**src/rtl/fetch_stage.sv**
```systemverilog
// Instruction-fetch front end: owns the fetch PC, issues 1-cycle-latency imem reads,
// buffers returned words in a prefetch FIFO and hands them to the datapath via valid/ready.
module fetch_stage #(
  parameter int          DEPTH    = 4,
  parameter logic [31:0] RESET_PC = 32'h0000_0000
) (
  input  logic        clk,
  input  logic        rst,
  output logic        imem_req,
  output logic [31:0] imem_addr,
  input  logic [31:0] imem_rdata,
  input  logic        redirect_valid,
  input  logic [31:0] redirect_pc,
  output logic        inst_valid,
  input  logic        inst_ready,
  output logic [31:0] inst,
  output logic [31:0] inst_pc,
  output logic [31:0] inst_pc_plus4,
  output logic [31:0] fetch_count
);
  localparam int AW = $clog2(DEPTH);
  localparam int CW = AW + 1;
  localparam logic [CW:0] DEPTH_W = (CW + 1)'(DEPTH);

  logic [31:0]   r_fetch_pc;
  logic [31:0]   r_req_addr;
  logic          r_inflight;
  logic [AW-1:0] r_wptr;
  logic [AW-1:0] r_rptr;
  logic [CW-1:0] r_count;
  logic [31:0]   r_fetch_count;
  logic [31:0]   r_hold_inst;
  logic [31:0]   r_hold_pc;
  logic [31:0]   r_hold_pc4;
  logic [31:0]   r_mem_inst [DEPTH];
  logic [31:0]   r_mem_pc   [DEPTH];

  logic [CW:0]   w_used;
  logic          w_nonempty;
  logic          w_push;
  logic          w_pop;
  logic          w_unused_bits;

  assign w_used     = {1'b0, r_count} + {{CW{1'b0}}, r_inflight};
  assign w_nonempty = (r_count != {CW{1'b0}});
  // Credits count the outstanding response, so a push can never land on a full FIFO.
  assign imem_req   = !rst && !redirect_valid && (w_used < DEPTH_W);
  assign imem_addr  = r_fetch_pc;
  assign w_push     = r_inflight && !redirect_valid;
  assign w_pop      = w_nonempty && inst_ready && !redirect_valid;
  assign w_unused_bits = &{1'b0, redirect_pc[1:0]};

  assign inst_valid    = w_nonempty;
  assign inst          = w_nonempty ? r_mem_inst[r_rptr]          : r_hold_inst;
  assign inst_pc       = w_nonempty ? r_mem_pc[r_rptr]            : r_hold_pc;
  assign inst_pc_plus4 = w_nonempty ? r_mem_pc[r_rptr] + 32'd4    : r_hold_pc4;
  assign fetch_count   = r_fetch_count;

  always_ff @(posedge clk or posedge rst) begin
    if (rst) begin
      r_fetch_pc    <= RESET_PC;
      r_req_addr    <= 32'h0000_0000;
      r_inflight    <= 1'b0;
      r_wptr        <= {AW{1'b0}};
      r_rptr        <= {AW{1'b0}};
      r_count       <= {CW{1'b0}};
      r_fetch_count <= 32'h0000_0000;
      r_hold_inst   <= 32'h0000_0000;
      r_hold_pc     <= 32'h0000_0000;
      r_hold_pc4    <= 32'h0000_0000;
    end else begin
      r_inflight <= imem_req;
      // Snapshot the head every cycle so an emptied FIFO keeps showing the last word.
      if (w_nonempty) begin
        r_hold_inst <= r_mem_inst[r_rptr];
        r_hold_pc   <= r_mem_pc[r_rptr];
        r_hold_pc4  <= r_mem_pc[r_rptr] + 32'd4;
      end
      if (redirect_valid) begin
        r_fetch_pc <= {redirect_pc[31:2], 2'b00};
        r_wptr     <= {AW{1'b0}};
        r_rptr     <= {AW{1'b0}};
        r_count    <= {CW{1'b0}};
      end else begin
        if (imem_req) begin
          r_fetch_pc <= r_fetch_pc + 32'd4;
          r_req_addr <= r_fetch_pc;
        end
        if (w_push) begin
          r_wptr <= r_wptr + AW'(1);
        end
        if (w_pop) begin
          r_rptr        <= r_rptr + AW'(1);
          r_fetch_count <= r_fetch_count + 32'd1;
        end
        case ({w_push, w_pop})
          2'b10:   r_count <= r_count + CW'(1);
          2'b01:   r_count <= r_count - CW'(1);
          default: r_count <= r_count;
        endcase
      end
    end
  end

  always_ff @(posedge clk) begin
    if (w_push) begin
      r_mem_inst[r_wptr] <= imem_rdata;
      r_mem_pc[r_wptr]   <= r_req_addr;
    end
  end
endmodule

```
**config.mk**
```make
export PLATFORM = sky130hd
export DESIGN_NAME = fetch_stage
export DESIGN_NICKNAME = d
export VERILOG_FILES = /design/src/rtl/fetch_stage.sv
export SDC_FILE = /design/constraint.sdc
export NUM_CORES = 1
export LEC_CHECK = 0
export ABC_AREA = 0
export CORE_UTILIZATION = 50
export CTS_BUF_LIST = sky130_fd_sc_hd__clkbuf_4 sky130_fd_sc_hd__clkbuf_8
export DETAILED_ROUTE_END_ITERATION = 6
export GPL_ROUTABILITY_DRIVEN = 0
export PLACE_DENSITY = 0.85
export SYNTH_ARGS = -nofsm -noshare
export SYNTH_HDL_FRONTEND = slang
export SYNTH_SLANG_ARGS = --single-unit
```
**constraint.sdc**
```tcl
create_clock -name clk -period 7.3 [get_ports clk]
set_clock_uncertainty 0.2 [all_clocks]
set_input_delay 1.46 -clock clk [delete_from_list [all_inputs] [get_ports clk]]
set_output_delay 1.46 -clock clk [all_outputs]
set_load 0.05 [all_outputs]
```
==> impl_metrics.toml <==
[synthesis]
syn_area_per_cell_um2 = 13.8
synth_cell_types = 59
synth_seq_area_share_pct = 69.6
yosys_most_used_dff = "edfxtp_1"
synth_area_um2 = 17700
yosys.area.top_type = "edfxtp_1"
synth-edff-count = 248
yosysWarnings = 0
synth_top_area_share_pct = 42.0
ys_async_sr_fraction_pct = 44.1
syn_inst = 1286
synth-seq-cells = 444
synth.area.top_cells = "edfxtp_1 42%, dfrtp_1 28%, mux4_2 7.9%, nand2_1 7.7%, xor2_1 1.7%"

[clock_tree]
clock_latency_ns = 0.59
root_buffer = "clkbuf_8"
clockBufferDepth = 3
cts_buffers = 72
clk_pin_slew_ns = 0.06
htreeDepth = 3
cts_resized = 0
ctsHoldBuffers = 0
cts_tree = "done"
postCtsSetupRepairBufs = 0
cts_sinks = 444

[setup_path]
endpoint_kind = "output pin"
r2r_start = "r_rptr[0]"
worst_setup_path_start_kind = "register"
crit_arrival_ns = 4.46
crit_fanout = 31
crit_type = "register to output pin"
worstPathRequired_ns = 5.64
startpoint = "r_rptr[0]"

[die]
chipWidth_um = 190
row_count = 68
num_io_pins = 230
die_h_um = 190
die_area_um2 = 36300
start_util_pct = 51.1
core_area_um2 = 34700

[final_layout]
layout_commonest_cell = "nand2_1"
antenna_cells = 0
most-common-layout-cells = "363 x nand2_1, 248 x edfxtp_1, 224 x clkdlybuf4s50_1"
layout-drive-gt1-share_pct = 14.2
instances_no_fill = 2056
num-nets-final = 1618
area.growth.synth_to_final_pct = 23.7
post-route-cell-area_um2 = 22000

[global_routing]
top_usage_layer = "met2"
antenna_found_initial = 0
first_global_vias = 11600
grtUsageMet1_pct = 29.2
grt_first_pass_wirelength_um = 61700
grt_overflow = 0
grt_use_total_pct = 22.0
met2_usage_pct = 35.3
met3_usage_pct = 5.89
grt_max_degree = 144

[run_status]
status = "finished, final reports clean"

[timing]
slew_headroom_pct = 31.4
setup_viol = 0
slew_viol_final = 0
period_share_pct = 83.9
period_needed_ns = 6.12
worst_pin_slew_ns = 1.03
hold_viol_final = 0
grt_setup_unrepaired = "no"
max_freq_ghz = 0.163
fin_ws_ns = 1.18
setup_tns_ns = 0

[job]
cap_violations = 0

[worst_hold_path]
min_from = "r_hold_inst[15]"
hold_class = "register to register"

[place]
dpl.hpwl_um = 24700
placed_cells = 1923
port_buffers = 225
place_ws_ns = 1.75
place_area_um2 = 20400

[routing]
wire_per_inst_um = 18.8
ant_nets = 0
avgViaCountPerCell = 5.44
wl_um = 38700
drc = 0
num_vias = 11200
firstDrtPassIters = 5
drtIter0Drc = 783
cell type report:
class                      count  area [um2]
clock buffer                 112        1380
clock inverter                21         130
fill                        2502       12800
inverter                      18        75.1
multi-input combinational    766        5080
sequential                   444       12400
tap                          455         569
timing repair buffer         240        2360
flip-flops by register name (all words and copies together), names as in the netlist:
signal,cells
fetch_count,32
r_hold_pc4,32
r_req_addr,30
r_inflight,1
r_mem_inst,128
r_rptr,2
imem_addr,30
r_wptr,2
r_mem_pc,120
r_count,3
r_hold_pc,32
r_hold_inst,32
per-stage QoR:
step / hold slack (ns) / util [%]
after floorplan: 0.276 / -
after global placement: 0.245 / 58.9
after detailed placement: 0.251 / 58.9
after CTS: 0.264 / 63.2
after global routing: 0.276 / 63.2
final: 0.261 / 63.2
cell usage after synthesis, drive strengths merged, types with 3 or more instances:
library cell and number:
a21oi 6, a221o 7, a31oi 6, and2 11, and3 8, and4 4, buf 20, clkbuf 39
dfrtp 196, edfxtp 248, ha 7, inv 18, mux2i 3, mux4 62, nand2 364, nand2b 3
nand3 37, nand4 22, nand4b 3, nor2 38, nor2b 6, nor3 14, nor3b 3, nor4 6
o211ai 3, o21ai 56, o311ai 8, xnor2 31, xor2 35
worst max-delay path: stages (launching register included):
cell and delay [ns]:
dfrtp_4 0.83, mux4_2 0.41, ha_1 0.24, nand4_1 0.21, nor3_1 0.72, nand2_1 0.15
xor2_1 0.18, o21ai_0 0.25, clkdlybuf4s50_1 0.87
routing by layer:
| layer | wire length [um] | part of all wire, % |
|---|---|---|
| met4 | 747 | 1.9 |
| met5 | 0 | 0 |
| met3 | 3100 | 8.0 |
| met2 | 18300 | 47 |
| met1 | 16500 | 43 |
final timing paths:
path	end	slack [ns]	cells after the start
worst max-delay path	inst_pc_plus4[14]	1.18	8
worst min-delay path	r_hold_inst[15]	0.26	2
worst max register to register	r_hold_pc4[14]	3.96	7
worst min register to register	r_hold_inst[15]	0.26	2
max in group asynchronous	r_hold_pc4[23]	4.27	3
min in group asynchronous	fetch_count[4]	1.32	2
cell families (layout without fill, tap and decap cells):
group                      count (synthesis)  in the layout  synth area share (%)
and+or+nand+nor                          526            526                  13.1
DFF                                      444            444                  69.6
AOI/OAI and AO/OA                         98             98                  3.48
buffers and inverters                     77            391                  1.88
xor gates and xnor gates                  66             66                  3.26
muxes                                     66             66                  8.10
adders and majority gates                  8              8                 0.606
other                                      1              2                0.0211
Power is left out: the tool's default activity adds up to more than one toggle a clock period on the data nets, which glitch-free logic cannot reach.
